--- src/rtl/lockstep_align_unit.sv ---
// Lockstep request/response aligner between NUM_CORES core ports and the TCDM interconnect.
// Optional divergence monitor enabled by defining LOCKSTEP_MISMATCH_EN.
module lockstep_align_unit #(
    parameter int NUM_CORES  = 8,
    parameter int DATA_WIDTH = 32,
    parameter int CNT_WIDTH  = 8
) (
    input  logic                             clk_i,
    input  logic                             rst_ni,
    input  logic                             lockstep_en_i,
    input  logic                             broadcast_i,
    input  logic [NUM_CORES-1:0]             req_i,
    output logic [NUM_CORES-1:0]             gnt_o,
    output logic [NUM_CORES-1:0]             rvalid_o,
    output logic [NUM_CORES*DATA_WIDTH-1:0]  rdata_o,
    output logic [NUM_CORES-1:0]             req_o,
    input  logic [NUM_CORES-1:0]             gnt_i,
    input  logic [NUM_CORES-1:0]             rvalid_i,
    input  logic [NUM_CORES*DATA_WIDTH-1:0]  rdata_i,
    output logic                             busy_o,
    output logic                             mismatch_o,
    output logic [CNT_WIDTH-1:0]             mismatch_cnt_o,
    input  logic                             clr_mismatch_i
);

    localparam logic [1:0] ST_IDLE = 2'd0;
    localparam logic [1:0] ST_GNT  = 2'd1;
    localparam logic [1:0] ST_RSP  = 2'd2;

    logic [1:0]                         state_q, state_d;
    logic [NUM_CORES-1:0]               grp_mask_q, grp_mask_d;
    logic                               grp_bcast_q, grp_bcast_d;
    logic [NUM_CORES-1:0]               gnt_seen_q, gnt_seen_d;
    logic [NUM_CORES-1:0]               rv_seen_q, rv_seen_d;
    logic [NUM_CORES*DATA_WIDTH-1:0]    buf_q, buf_d;

    logic                               gnt_done;
    logic [NUM_CORES-1:0]               gnt_acc;
    logic [NUM_CORES-1:0]               rv_hit;

    always_comb begin
        state_d     = state_q;
        grp_mask_d  = grp_mask_q;
        grp_bcast_d = grp_bcast_q;
        gnt_seen_d  = gnt_seen_q;
        rv_seen_d   = rv_seen_q;
        buf_d       = buf_q;
        gnt_done    = 1'b0;
        gnt_acc     = '0;
        rv_hit      = '0;
        req_o       = '0;
        gnt_o       = '0;
        rvalid_o    = '0;
        rdata_o     = buf_q;

        case (state_q)
            ST_IDLE: begin
                if (!lockstep_en_i) begin
                    req_o    = req_i;
                    gnt_o    = gnt_i;
                    rvalid_o = rvalid_i;
                    rdata_o  = rdata_i;
                end else if (|req_i) begin
                    grp_mask_d  = req_i;
                    grp_bcast_d = broadcast_i;
                    if (broadcast_i) begin
                        req_o[0] = req_i[0];
                        gnt_done = gnt_i[0];
                    end else begin
                        req_o    = req_i;
                        gnt_done = ((gnt_i & req_i) == req_i);
                    end
                    // All grants in the start cycle skip the collect state entirely
                    if (gnt_done) begin
                        gnt_o   = req_i;
                        state_d = ST_RSP;
                    end else begin
                        state_d = ST_GNT;
                        if (!broadcast_i) begin
                            gnt_seen_d = gnt_i & req_i;
                        end
                    end
                end
            end

            ST_GNT: begin
                if (grp_bcast_q) begin
                    req_o[0] = req_i[0];
                    gnt_done = gnt_i[0];
                end else begin
                    req_o    = req_i & grp_mask_q & ~gnt_seen_q;
                    gnt_acc  = gnt_seen_q | (gnt_i & grp_mask_q);
                    gnt_done = (gnt_acc == grp_mask_q);
                    gnt_seen_d = gnt_acc;
                end
                if (gnt_done) begin
                    gnt_o      = grp_mask_q;
                    gnt_seen_d = '0;
                    state_d    = ST_RSP;
                end
            end

            ST_RSP: begin
                if (grp_bcast_q) begin
                    if (rvalid_i[0]) begin
                        rvalid_o = grp_mask_q;
                        for (int k = 0; k < NUM_CORES; k++) begin
                            rdata_o[k*DATA_WIDTH +: DATA_WIDTH] = rdata_i[DATA_WIDTH-1:0];
                        end
                        state_d = ST_IDLE;
                    end
                end else begin
                    rv_hit = rvalid_i & grp_mask_q;
                    // Data arriving this cycle is bypassed so release adds no latency
                    for (int k = 0; k < NUM_CORES; k++) begin
                        if (rv_hit[k]) begin
                            buf_d[k*DATA_WIDTH +: DATA_WIDTH]   = rdata_i[k*DATA_WIDTH +: DATA_WIDTH];
                            rdata_o[k*DATA_WIDTH +: DATA_WIDTH] = rdata_i[k*DATA_WIDTH +: DATA_WIDTH];
                        end
                    end
                    if ((rv_seen_q | rv_hit) == grp_mask_q) begin
                        rvalid_o  = grp_mask_q;
                        rv_seen_d = '0;
                        state_d   = ST_IDLE;
                    end else begin
                        rv_seen_d = rv_seen_q | rv_hit;
                    end
                end
            end

            default: begin
                state_d = ST_IDLE;
            end
        endcase
    end

    always_ff @(posedge clk_i) begin
        if (!rst_ni) begin
            state_q     <= ST_IDLE;
            grp_mask_q  <= '0;
            grp_bcast_q <= 1'b0;
            gnt_seen_q  <= '0;
            rv_seen_q   <= '0;
            buf_q       <= '0;
        end else begin
            state_q     <= state_d;
            grp_mask_q  <= grp_mask_d;
            grp_bcast_q <= grp_bcast_d;
            gnt_seen_q  <= gnt_seen_d;
            rv_seen_q   <= rv_seen_d;
            buf_q       <= buf_d;
        end
    end

    assign busy_o = (state_q != ST_IDLE);

`ifdef LOCKSTEP_MISMATCH_EN
    logic                 mismatch_q;
    logic [CNT_WIDTH-1:0] mismatch_cnt_q;
    logic                 grp_start;

    // A group that does not include every core means the cores have diverged
    assign grp_start = (state_q == ST_IDLE) && lockstep_en_i && (|req_i);

    always_ff @(posedge clk_i) begin
        if (!rst_ni) begin
            mismatch_q     <= 1'b0;
            mismatch_cnt_q <= '0;
        end else if (clr_mismatch_i) begin
            mismatch_q     <= 1'b0;
            mismatch_cnt_q <= '0;
        end else if (grp_start && (req_i != '1)) begin
            mismatch_q <= 1'b1;
            if (mismatch_cnt_q != '1) begin
                mismatch_cnt_q <= mismatch_cnt_q + CNT_WIDTH'(1);
            end
        end
    end

    assign mismatch_o     = mismatch_q;
    assign mismatch_cnt_o = mismatch_cnt_q;
`else
    logic unused_clr;

    assign unused_clr     = clr_mismatch_i;
    assign mismatch_o     = 1'b0;
    assign mismatch_cnt_o = '0;
`endif

endmodule
--- config.mk ---
export PLATFORM = sky130hd
export DESIGN_NAME = lockstep_align_unit
export DESIGN_NICKNAME = d
export VERILOG_FILES = /design/src/rtl/lockstep_align_unit.sv
export SDC_FILE = /design/constraint.sdc
export NUM_CORES = 1
export LEC_CHECK = 0
export BUFFER_PORTS_ARGS = -buffer_cell sky130_fd_sc_hd__buf_4
export CORE_AREA = 2 2 223 225
export CTS_BUF_LIST = sky130_fd_sc_hd__clkbuf_2
export DETAILED_ROUTE_END_ITERATION = 10
export DIE_AREA = 0 0 225 227
export MAX_ROUTING_LAYER = met4
export PLACE_DENSITY = 0.62
export RECOVER_POWER = 100
export SYNTH_ARGS = -nofsm -noshare
export SYNTH_HDL_FRONTEND = slang
export SYNTH_SLANG_ARGS = --single-unit
--- constraint.sdc ---
create_clock -name clk_i -period 2.1 [get_ports clk_i]
set_input_delay 0.21 -clock clk_i [delete_from_list [all_inputs] [get_ports clk_i]]
set_output_delay 0.21 -clock clk_i [all_outputs]
set_load 0.02 [all_outputs]
# ---- Word-level counts from Yosys, hierarchy flattened
# Cells that the tools add are included.
dict set report classes {
  mux 50
  bitwise 9
  eq_ne 13
  reduce_logical 8
}
# op n
set ops {}
lappend ops {{two-way mux 256 bit} 3}
lappend ops {{one-hot mux 256 bit (2 select lines)} 1}
lappend ops {{two-way mux 32 bit} 8}
lappend ops {{two-way mux 8 bit} 17}
lappend ops {{one-hot mux 8 bit (2 select lines)} 4}
lappend ops {{bitwise AND 8 bit} 5}
lappend ops {{== test 8 bit} 3}
lappend ops {{bitwise OR 8 bit} 2}
lappend ops {{two-way mux 2 bit} 7}
lappend ops {{two-way mux 7 bit} 2}
lappend ops {{inequality test 2 bit, second input constant} 5}
lappend ops {{inequality test 3 bit, second input constant} 3}
lappend ops {{NOT 8 bit} 1}
lappend ops {{OR reduction 8 bit} 1}
lappend ops {{two-way mux 1 bit} 7}
lappend ops {{one-hot mux 2 bit (3 select lines)} 1}
lappend ops {{AND reduction 6 bit} 1}
lappend ops {{AND reduction 5 bit} 1}
lappend ops {{nonzero test 2 bit} 2}
lappend ops {{AND reduction 3 bit} 1}
lappend ops {{== test 2 x 1 -> 1 bit, second input constant} 1}
lappend ops {{== test 2 bit, second input constant} 1}
lappend ops {{zero test 2 bit} 1}
lappend ops {{AND reduction 2 bit} 1}
lappend ops {{NOT 1 bit} 1}
dict set report word_totals {
  input_bits 285
  out_inout_bits 290
  wordCells 86
  ff_bits 283
}

# ---- Longest topological paths before layout
# Gate-level depths: netlist of the first run.
dict set report depth {
  word_depth 10
  mapped_depth 8
  ltp_nobuf 6
}

# ---- Worst setup path after synthesis of the first run
# OpenSTA, ideal clock, no wires.
dict set report synth_timing {
  path_type {register to output}
  start {reg grp_mask_q[0]}
  end {out gnt_o[2]}
  setup_slack_ns -0.139
  stages_incl_launch_ff 7
  arrival_time_ns 2.029
  cell_sequence {dfxtp_1 clkbuf_2 or3b_1 o311ai_1 or4_1 o21a_1 o32ai_1}
}
dict set report synth_between {
  elab_chain_cells 7
}
# item line
set synth_lines {}
lappend synth_lines {{from (decl)} 31} ;# logic [NUM_CORES-1:0] grp_mask_q, grp_mask_d;
lappend synth_lines {{from (signal assigned)} 147} ;# grp_mask_q <= grp_mask_d;
lappend synth_lines {{bitwise AND 8 bit} 92} ;# gnt_acc = gnt_seen_q | (gnt_i & grp_mask_q);
lappend synth_lines {{bitwise OR 8 bit} 92}
lappend synth_lines {{== test 8 bit *} 93} ;# gnt_done = (gnt_acc == grp_mask_q);
lappend synth_lines {{two-way mux 1 bit *} 87} ;# if (grp_bcast_q) begin
lappend synth_lines {{two-way mux 1 bit *} 56} ;# case (state_q)
lappend synth_lines {{two-way mux 8 bit *} 96} ;# if (gnt_done) begin
lappend synth_lines {{one-hot mux 8 bit (2 select lines) *} 56}
lappend synth_lines {{to (decl)} 13} ;# output logic [NUM_CORES-1:0] gnt_o,
# Every way passes the cells marked *; elsewhere a longest branch is shown, timed or not. The select of a mux whose other input is x is not followed.

# ---- Final worst setup path of the first run
dict set report layout_timing {
  start {reg rv_seen_q[7]}
  end {out rvalid_o[4]}
}
dict set report layout_between {
  elab_chain_cells 5
}
# item line
set layout_lines {}
lappend layout_lines {{from (decl)} 34} ;# logic [NUM_CORES-1:0] rv_seen_q, rv_seen_d;
lappend layout_lines {{from (signal assigned)} 150} ;# rv_seen_q <= rv_seen_d;
lappend layout_lines {{bitwise OR 8 bit} 121} ;# if ((rv_seen_q | rv_hit) == grp_mask_q) begin
lappend layout_lines {{== test 8 bit} 121}
lappend layout_lines {{two-way mux 8 bit} 121}
lappend layout_lines {{two-way mux 8 bit} 104} ;# if (grp_bcast_q) begin
lappend layout_lines {{one-hot mux 8 bit (2 select lines)} 56}
lappend layout_lines {{to (decl)} 14} ;# output logic [NUM_CORES-1:0] rvalid_o,
# No other way between the ends.

==> results of run 1 <==
[final cells by class]
| type | instances | area [um^2] |
|---|---|---|
| fillers | 3581 | 18860 |
| repair buffers | 1361 | 13880 |
| multi-input cells | 1308 | 8474 |
| flip-flops and latches | 283 | 5690 |
| well taps | 622 | 778.2 |
| clock buffers | 119 | 595.6 |
| clock inverters | 25 | 151.4 |
| inverters | 17 | 81.33 |
| diodes | 12 | 30.03 |
[power breakdown]
part	switching [mW]	internal, mW	total (mW)
logic	6.86	6.49	13.4
registers	0.115	5.49	5.61
clock network	2.70	1.76	4.46
total	9.68	13.7	23.4
[per-layer routing]
metal / vias up / share of wire / track usage
met1: 10450 / 0.35 / 0.3659
met3: 589 / 0.11 / 0.09654
met4: 0 / 0.074 / 0.2102
met5: - / 0 / -
met2: 1941 / 0.47 / 0.5400
li1: 9060 / - / -
[final timing paths]
path,start,endpoint,slack [ps]
max,rv_seen_q[7],rvalid_o[4],-1230
min,rvalid_i[1],buf_q[57],-220
max reg2reg,state_q[1],grp_mask_q[5],-270
min reg2reg,buf_q[103],buf_q[103],460
[state kept, by name, indices dropped and copies added, names as in the netlist]
register / flops
buf_q: 256
gnt_seen_q: 8
grp_bcast_q: 1
grp_mask_q: 8
rv_seen_q: 8
state_q: 2
[logic make-up after synthesis]
| family | synth area share |
|---|---|
| simple gates | 0.2043 |
| compound gates | 0.3061 |
| flops | 0.4016 |
| buf+inv | 0.06156 |
| mux | 0.02617 |
| other cells | 0.0002658 |
[worst register-to-register path: stages (launching register included)]
cell and delay [ps]:
dfxtp_4 400, buf_6 130, nor2_4 140, nand2_1 150, nor2_1 150, clkbuf_1 410
dlygate4sd3_1 640, nor2_1 50, a21oi_1 120, nor2_1 50
[cells in the final DEF (no fill, tap or decap), types with 7 or more instances in the layout]
cell type and count:
a21oi_1 264, a221o_1 228, a22o_1 8, a31oi_1 8, and2_1 12, and2_4 16, buf_12 55, buf_16 9
buf_4 433, buf_6 253, buf_8 7, clkbuf_16 19, clkbuf_2 119, clkbuf_4 10, clkinv_1 16, conb_1 9
dfxtp_1 273, diode_2 12, dlygate4sd3_1 568, inv_1 10, mux2_4 31, nand2_1 531, nand2_8 13, nand2b_1 8
nand3_1 8, nor2_1 23, o2111ai_1 7, o21a_1 7, o21ai_0 7
[synthesized netlist by cell type, types with 10 or more instances]
cell and instances:
nand2_1 552, dfxtp_1 283, a21oi_1 270, a221o_1 229, clkbuf_1 118, buf_2 54, and2_1 35, nor2_1 25
inv_1 16, mux2_2 16, mux2_1 15, nand3_1 15, buf_4 10, nor2b_1 10, o2111ai_1 10
[metrics by stage]
| step | instances | cell area, um^2 | setup WS, ps |
|---|---|---|---|
| finish | 3747 | 29680 | -1230 |
| detailed placement | 2941 | 20110 | -135.0 |
| CTS | 3687 | 27840 | -1161 |
| floorplan | 1792 | 14150 | 34.29 |
| global route | 3745 | 29680 | -1403 |
| global placement | 2941 | 20110 | -122.8 |
[repair_timing]
item	CTS	global route
pin swaps	75	179
endpoints found under the hold margin	283	72
cloned	15	24
endpoints found under the setup margin	289	339
resized for setup	210	301
hold buffers	568	4
buffers inserted	19	33
==> impl_metrics.prom, run 1 <==
# TYPE chip_impl_metric gauge
chip_impl_metric{name="hold_ws",unit="ps"} -215.7
chip_impl_metric{name="fmaxAchievable",unit="MHz"} 300.3
chip_impl_info{name="violated_checks",value="negative hold slack, negative setup slack"} 1
chip_impl_metric{name="yosys_warnings",unit=""} 0
chip_impl_metric{name="critical_path.max_fanout",unit=""} 7
chip_impl_metric{name="insertion_delay",unit="ps"} 1160
chip_impl_metric{name="via_count",unit=""} 22040
chip_impl_metric{name="ios",unit=""} 575
chip_impl_info{name="yosysTopAreaCell",value="dfxtp_1"} 1
chip_impl_info{name="clockRootBuffer",value="clkbuf_2"} 1
chip_impl_metric{name="syn_area_per_cell",unit="um^2"} 7.907
chip_impl_metric{name="syn-cell-area",unit="mm^2"} 0.01411
chip_impl_metric{name="totalNegativeSetupSlack",unit="ps"} -310220
chip_impl_metric{name="critical_path_arrival",unit="ps"} 3120
chip_impl_metric{name="worst_path_largest_cell_delay",unit="ps"} 360
chip_impl_metric{name="first_global_vias",unit=""} 21640
chip_impl_metric{name="detailedPlacementHpwl",unit="mm"} 50.70
chip_impl_info{name="critPathSlowestCell",value="dfxtp_2"} 1
chip_impl_metric{name="groute.usage.overall",unit=""} 0.3354
chip_impl_info{name="startpoint_types",value="flip-flop"} 1
chip_impl_metric{name="route.final.wire_length",unit="mm"} 96.87
chip_impl_info{name="worst_setup_path_end_kind",value="primary output"} 1
chip_impl_metric{name="grt_first_pass_wirelength",unit="mm"} 126.1
chip_impl_metric{name="worstRegToRegCells",unit=""} 9
chip_impl_metric{name="timing.critical_path.depth",unit=""} 8
chip_impl_metric{name="setup_viol",unit=""} 296
chip_impl_metric{name="detail_route.iter0.violations",unit=""} 2679
chip_impl_metric{name="ys_seq_elements",unit=""} 283
chip_impl_info{name="dominantRegCellSynth",value="dfxtp_1"} 1
chip_impl_metric{name="dr.pass1.iters",unit=""} 6
chip_impl_metric{name="worst_clock_skew",unit="ps"} 119.8
chip_impl_metric{name="critPathBufInv",unit=""} 2
chip_impl_metric{name="timing_hold_violations_final",unit=""} 34
chip_impl_metric{name="route.detailed.wl_per_inst",unit="um"} 25.85
chip_impl_info{name="ys_top_cells_by_area",value="dfxtp_1, a221o_1, nand2_1, a21oi_1, clkbuf_1"} 1
chip_impl_metric{name="initial_core_util",unit=""} 0.2906
chip_impl_metric{name="floorplan.die_area",unit="mm^2"} 0.05108
chip_impl_metric{name="global_route.overflow_total",unit=""} 0
chip_impl_metric{name="initial_antenna_violation_count",unit=""} 7
chip_impl_metric{name="synthDominantCellAreaShare",unit=""} 0.4016
chip_impl_metric{name="design_power_total",unit="mW"} 23.42
chip_impl_metric{name="routed_via_density",unit=""} 5.881
chip_impl_metric{name="cts_buffers",unit=""} 83
chip_impl_metric{name="num_rows",unit=""} 81
chip_impl_metric{name="fin_ws",unit="ps"} -1230
chip_impl_metric{name="drive_gt1_frac",unit=""} 0.3485
chip_impl_metric{name="nNetsFinal",unit=""} 3339
chip_impl_metric{name="synth_enable_flop_cells",unit=""} 0
chip_impl_info{name="path_cells",value="nor2b_4, a2111oi_4, o2111ai_2, nor3_2, a21o_1, buf_12, a22o_1, buf_6"} 1
chip_impl_metric{name="globalplace.congestion",unit=""} 0.9646
chip_impl_info{name="outcome",value="finished with violations"} 1
chip_impl_metric{name="synth_sequential_area_ratio",unit=""} 0.4016
chip_impl_metric{name="finalCritPeriodShare",unit=""} 1.586
chip_impl_metric{name="clk_transition_reported_paths",unit="ps"} 140
chip_impl_info{name="holdCritPathClass",value="input pin to flip-flop"} 1
chip_impl_metric{name="max-clock-path-buffers",unit=""} 3
chip_impl_metric{name="data_required_time_of_the_critical_path",unit="ps"} 1890
chip_impl_metric{name="timing.final.max_slew_violations",unit=""} 0
chip_impl_metric{name="core-area",unit="mm^2"} 0.04855
chip_impl_info{name="unrepaired_setup_endpoints_after_global_routing",value="yes"} 1
chip_impl_info{name="path_class",value="flip-flop to primary output"} 1
chip_impl_info{name="tritoncts",value="built"} 1
chip_impl_metric{name="remaining_drc_errors",unit=""} 0
chip_impl_metric{name="chipWidth",unit="um"} 225
chip_impl_metric{name="h-tree-depth",unit=""} 3
chip_impl_metric{name="tightest_slew",unit="ps"} 639.1
chip_impl_metric{name="finalCriticalPeriod",unit="ps"} 3330
chip_impl_metric{name="clkSinkCount",unit=""} 283
chip_impl_metric{name="synth.distinct_cells",unit=""} 62
chip_impl_metric{name="power_density",unit="mW/mm^2"} 788.9
chip_impl_metric{name="port-buffer-count",unit=""} 564
chip_impl_metric{name="synthCells",unit=""} 1784
chip_impl_metric{name="power.leakage",unit="nW"} 12.18
chip_impl_metric{name="die_height",unit="um"} 227
chip_impl_metric{name="min_delay_path_depth",unit=""} 6
chip_impl_metric{name="layout_utilization",unit=""} 0.6115
chip_impl_metric{name="cap_viol_max_count",unit=""} 0
chip_impl_metric{name="timing.slew.headroom",unit=""} 0.5724
chip_impl_metric{name="syn2layout_area_growth",unit="%"} 110.4
chip_impl_info{name="critPathTopFamily",value="compound AO/OA/AOI/OAI gates"} 1
chip_impl_metric{name="async_flop_share",unit=""} 0
chip_impl_metric{name="antenna_left",unit=""} 0
chip_impl_metric{name="ir_worst_vdd",unit="uV"} 547.5
chip_impl_metric{name="grt_start_max_net_pins",unit=""} 90
(Power assumes the default switching activity.)
==> inputs of run 2 (changes only) <==
--- a/config.mk
+++ b/config.mk
@@ -10,9 +10,11 @@
 export CTS_BUF_LIST = sky130_fd_sc_hd__clkbuf_2
 export DETAILED_ROUTE_END_ITERATION = 10
 export DIE_AREA = 0 0 225 227
+export GPL_ROUTABILITY_DRIVEN = 0
 export MAX_ROUTING_LAYER = met4
 export PLACE_DENSITY = 0.62
 export RECOVER_POWER = 100
 export SYNTH_ARGS = -nofsm -noshare
 export SYNTH_HDL_FRONTEND = slang
 export SYNTH_SLANG_ARGS = --single-unit
+export TNS_END_PERCENT = 30
==> run 2 against run 1 <==
  * The flow now stops in clock tree synthesis (4_1_cts)
  * Synthesized area is the same
  * Synthesized cell count is the same
==> impl_metrics.prom, run 2 <==
# TYPE chip_impl_metric gauge
chip_impl_metric{name="syn_area_per_cell",unit="um^2"} 7.907
chip_impl_metric{name="ios",unit=""} 575
chip_impl_info{name="most_numerous_cell_in_the_yosys_netlist",value="nand2_1"} 1
chip_impl_metric{name="die_height",unit="um"} 227
chip_impl_info{name="ys_top_cells_by_area",value="dfxtp_1, a221o_1, nand2_1, a21oi_1, clkbuf_1"} 1
chip_impl_metric{name="port-buffer-count",unit=""} 564
chip_impl_info{name="dominantRegCellSynth",value="dfxtp_1"} 1
chip_impl_metric{name="post_cts_resized",unit=""} 195
chip_impl_metric{name="initial_core_util",unit=""} 0.2906
chip_impl_info{name="synth.cells.most_frequent",value="nand2_1, dfxtp_1, a21oi_1, a221o_1, clkbuf_1"} 1
chip_impl_info{name="last-stage-reached",value="clock tree synthesis (4_1_cts)"} 1
chip_impl_metric{name="ys_seq_elements",unit=""} 283
chip_impl_metric{name="synthDominantCellAreaShare",unit=""} 0.4016
chip_impl_metric{name="max-clock-path-buffers",unit=""} 3
chip_impl_metric{name="cts_buffers",unit=""} 80
chip_impl_metric{name="async_flop_share",unit=""} 0
chip_impl_metric{name="num_rows",unit=""} 81
chip_impl_metric{name="cts_hold_buf",unit=""} 628
chip_impl_metric{name="synthCells",unit=""} 1784
chip_impl_info{name="outcome",value="stopped before the end"} 1
chip_impl_metric{name="placedInstanceArea",unit="mm^2"} 0.02007
chip_impl_metric{name="yosys_warnings",unit=""} 0
chip_impl_metric{name="detailedPlacementHpwl",unit="mm"} 50.11
chip_impl_info{name="yosysTopAreaCell",value="dfxtp_1"} 1
chip_impl_metric{name="h-tree-depth",unit=""} 3
chip_impl_metric{name="synth.distinct_cells",unit=""} 62
chip_impl_metric{name="cts_setup_buffers",unit=""} 39
chip_impl_info{name="stop_error",value="[ERROR RSZ-0060] Max buffer count reached."} 1
chip_impl_info{name="clockRootBuffer",value="clkbuf_2"} 1
chip_impl_metric{name="synth_sequential_area_ratio",unit=""} 0.4016
chip_impl_metric{name="placed_cells_incl_taps",unit=""} 2938
chip_impl_metric{name="chipWidth",unit="um"} 225
chip_impl_metric{name="syn-cell-area",unit="mm^2"} 0.01411
chip_impl_metric{name="clkSinkCount",unit=""} 283
chip_impl_metric{name="synth_enable_flop_cells",unit=""} 0
==> run 2: through the flow <==
step | setup slack (ps) | hold slack [ps]
3_5_place_dp | -147.4 | 447.4
2_1_floorplan | 34.29 | 331.7
3_3_place_gp | -127.6 | 437.6
==> run 2: kinds of logic after synthesis <==
kind of cell,Yosys count,share of synthesized area
other,1,0.0002658
multiplexers,33,0.02617
buffers and inverters,201,0.06156
AO/OA/AOI/OAI,582,0.3061
flip-flops,283,0.4016
AND/OR/NAND/NOR,684,0.2043
==> inputs of run 3 (changes only) <==
--- a/config.mk
+++ b/config.mk
@@ -6,13 +6,11 @@
 export NUM_CORES = 1
 export LEC_CHECK = 0
 export BUFFER_PORTS_ARGS = -buffer_cell sky130_fd_sc_hd__buf_4
-export CORE_AREA = 2 2 223 225
-export CTS_BUF_LIST = sky130_fd_sc_hd__clkbuf_2
+export CORE_AREA = 2 2 221 223
 export DETAILED_ROUTE_END_ITERATION = 10
-export DIE_AREA = 0 0 225 227
+export DIE_AREA = 0 0 223 225
 export GPL_ROUTABILITY_DRIVEN = 0
-export MAX_ROUTING_LAYER = met4
-export PLACE_DENSITY = 0.62
+export PLACE_DENSITY_LB_ADDON = 0.15
 export RECOVER_POWER = 100
 export SYNTH_ARGS = -nofsm -noshare
 export SYNTH_HDL_FRONTEND = slang
==> run 3 against run 2 <==
  * The flow now finishes, with violations (negative setup slack)
==> impl_metrics.prom, run 3 (synthesized netlist as in run 1, its figures left out) <==
# TYPE chip_impl_metric gauge
chip_impl_metric{name="insertion_delay",unit="ps"} 550
chip_impl_metric{name="route.detailed.wl_per_inst",unit="um"} 23.14
chip_impl_metric{name="num_rows",unit=""} 80
chip_impl_metric{name="ios",unit=""} 575
chip_impl_metric{name="via_count",unit=""} 18060
chip_impl_metric{name="hold_ws",unit="ps"} 28.10
chip_impl_info{name="layout.cells.most_common_list",value="nand2_1, buf_4, dfxtp_1"} 1
chip_impl_metric{name="initial_core_util",unit=""} 0.2967
chip_impl_metric{name="critical_path_arrival",unit="ps"} 2420
chip_impl_info{name="holdCritPathClass",value="input pin to flip-flop"} 1
chip_impl_metric{name="detailedPlacementHpwl",unit="mm"} 52.67
chip_impl_metric{name="grt_first_pass_wirelength",unit="mm"} 110.5
chip_impl_metric{name="critical_path.max_fanout",unit=""} 7
chip_impl_metric{name="drive_gt1_frac",unit=""} 0.3463
chip_impl_metric{name="max_reg_flops",unit=""} 256
chip_impl_info{name="unrepaired_setup_endpoints_after_global_routing",value="yes"} 1
chip_impl_info{name="startpoint_types",value="flip-flop"} 1
chip_impl_metric{name="max-clock-path-buffers",unit=""} 3
chip_impl_metric{name="groute.usage.overall",unit=""} 0.2901
chip_impl_metric{name="worstRegToRegCells",unit=""} 9
chip_impl_info{name="clockRootBuffer",value="clkbuf_16"} 1
chip_impl_info{name="largest-register",value="buf_q"} 1
chip_impl_info{name="violated_checks",value="negative setup slack"} 1
chip_impl_info{name="path_cells",value="buf_6, or3b_2, o311ai_1, or4_4, o21a_4, o32ai_2, buf_4"} 1
chip_impl_metric{name="ir_worst_vdd",unit="uV"} 539.7
chip_impl_metric{name="sequential_cell_area",unit="mm^2"} 0.005675
chip_impl_metric{name="finalCritPeriodShare",unit=""} 1.253
chip_impl_info{name="worst_setup_path_end_kind",value="primary output"} 1
chip_impl_metric{name="timing.critical_path.depth",unit=""} 7
chip_impl_info{name="leading_cell_type_in_the_layout_fill_and_taps_excluded",value="nand2_1"} 1
chip_impl_metric{name="finalCriticalPeriod",unit="ps"} 2632
chip_impl_metric{name="critPathBufInv",unit=""} 2
chip_impl_metric{name="initial_antenna_violation_count",unit=""} 1
chip_impl_info{name="worstReg2RegEnd",value="gnt_seen_q[3]"} 1
chip_impl_metric{name="global_route.overflow_total",unit=""} 0
chip_impl_metric{name="power_density",unit="mW/mm^2"} 886.5
chip_impl_metric{name="detail_route.iter0.violations",unit=""} 1500
chip_impl_metric{name="reg2reg_setup_slack",unit="ps"} -60
chip_impl_metric{name="timing_hold_violations_final",unit=""} 0
chip_impl_metric{name="first_global_vias",unit=""} 17320
chip_impl_metric{name="port-buffer-count",unit=""} 564
chip_impl_metric{name="filler_cell_count",unit=""} 4281
chip_impl_info{name="outcome",value="finished with violations"} 1
chip_impl_metric{name="worst_clock_skew",unit="ps"} 20.17
chip_impl_metric{name="power.leakage",unit="nW"} 10.53
chip_impl_metric{name="cap_viol_max_count",unit=""} 0
chip_impl_metric{name="grt_start_max_net_pins",unit=""} 107
chip_impl_metric{name="setup_viol",unit=""} 289
chip_impl_metric{name="remaining_drc_errors",unit=""} 0
chip_impl_metric{name="tightest_slew",unit="ps"} 871.5
chip_impl_metric{name="layout_utilization",unit=""} 0.5429
chip_impl_metric{name="worst_path_largest_cell_delay",unit="ps"} 500
chip_impl_metric{name="syn2layout_area_growth",unit="%"} 82.98
chip_impl_metric{name="fmaxAchievable",unit="MHz"} 380.0
chip_impl_metric{name="h-tree-depth",unit=""} 2
chip_impl_metric{name="antenna_left",unit=""} 0
chip_impl_metric{name="chipWidth",unit="um"} 223
chip_impl_info{name="path_class",value="flip-flop to primary output"} 1
chip_impl_metric{name="pre_cts_slack",unit="ps"} -149.9
chip_impl_metric{name="layout.cells.non_filler",unit=""} 3323
chip_impl_metric{name="clkSinkCount",unit=""} 283
chip_impl_metric{name="fin_ws",unit="ps"} -531.7
chip_impl_info{name="setup.worst_path.start",value="grp_mask_q[1]"} 1
chip_impl_metric{name="data_required_time_of_the_critical_path",unit="ps"} 1890
chip_impl_metric{name="die_height",unit="um"} 225
chip_impl_metric{name="design_power_total",unit="mW"} 22.88
chip_impl_metric{name="nNetsFinal",unit=""} 2965
chip_impl_metric{name="clk_transition_reported_paths",unit="ps"} 60
chip_impl_metric{name="placed_cells_incl_taps",unit=""} 2956
chip_impl_info{name="critPathSlowestCell",value="or4_4"} 1
chip_impl_metric{name="timing.slew.headroom",unit=""} 0.4190
chip_impl_info{name="worstSetupEndpoint",value="gnt_o[2]"} 1
chip_impl_metric{name="floorplan.die_area",unit="mm^2"} 0.05018
chip_impl_metric{name="multi_input_area",unit="mm^2"} 0.008011
chip_impl_metric{name="timing.final.max_slew_violations",unit=""} 0
chip_impl_info{name="critical_path.reg2reg.startpoint",value="state_q[0]"} 1
chip_impl_info{name="critPathTopFamily",value="simple AND/OR/NAND/NOR gates"} 1
chip_impl_metric{name="cts_buffers",unit=""} 37
chip_impl_metric{name="dr.pass1.iters",unit=""} 6
chip_impl_metric{name="route.final.wire_length",unit="mm"} 76.88
chip_impl_metric{name="core-area",unit="mm^2"} 0.04755
chip_impl_info{name="tritoncts",value="built"} 1
chip_impl_metric{name="routed_via_density",unit=""} 5.434
==> run 3: worst min-delay path by stage <==
stage              start            end  slack, ps  depth (start not counted)
6_report        gnt_i[2]  gnt_seen_q[2]         30                          3
5_1_grt         gnt_i[3]  gnt_seen_q[3]         30                          3
3_3_place_gp    buf_q[4]       buf_q[4]        440                          2
3_5_place_dp   buf_q[37]      buf_q[37]        450                          2
4_1_cts         gnt_i[2]  gnt_seen_q[2]          4                          3
2_1_floorplan     rst_ni  grp_mask_q[0]        330                          1
==> run 3: per-stage QoR <==
stage / cell area, um^2 / setup TNS (ps)
floorplan: 14150 / 0
global placement: 20440 / -8151
detailed placement: 20440 / -4728
CTS: 25600 / -122760
global route: 25810 / -140200
finish: 25810 / -117940
==> run 3: timing repair <==
action                                 4_1_cts  5_1_grt
setup endpoints to repair                  288      289
endpoints found under the hold margin      263        0
pin swaps                                  156       52
cloned                                      14        1
setup buffers                               18        9
hold buffers                               261        0
resized for setup                          229       58
==> run 3: where the power goes <==
group          leakage (nW)  total (mW)  switching [mW]  internal (mW)
logic                  7.63        10.8            5.67           5.15
registers              2.28        5.60          0.0999           5.50
clock network         0.611        6.47            2.55           3.92
total                  10.5        22.9            8.32           14.6
==> run 3: routing by layer <==
| metal | wire length [um] | vias up | GRT usage |
|---|---|---|---|
| met5 | 0 | - | 0 |
| met2 | 36390 | 923 | 0.4804 |
| met3 | 6334 | 175 | 0.06701 |
| met1 | 31100 | 8719 | 0.3629 |
| met4 | 3061 | 0 | 0.1208 |
| li1 | - | 8241 | - |
==> run 3: layout make-up <==
| cell class | instances | area share |
|---|---|---|
| sequential | 283 | 0.2199 |
| timing repair buffer | 1033 | 0.3891 |
| clock buffer | 54 | 0.04309 |
| multi-input combinational | 1308 | 0.3104 |
| inverter | 17 | 0.003054 |
| antenna | 2 | 0.0001939 |
| clock inverter | 11 | 0.004508 |
| tap | 615 | 0.02981 |
==> run 3: worst min-delay path: stages <==
cell and delay (ps):
buf_4 140, o2111ai_1 110, o31ai_2 70
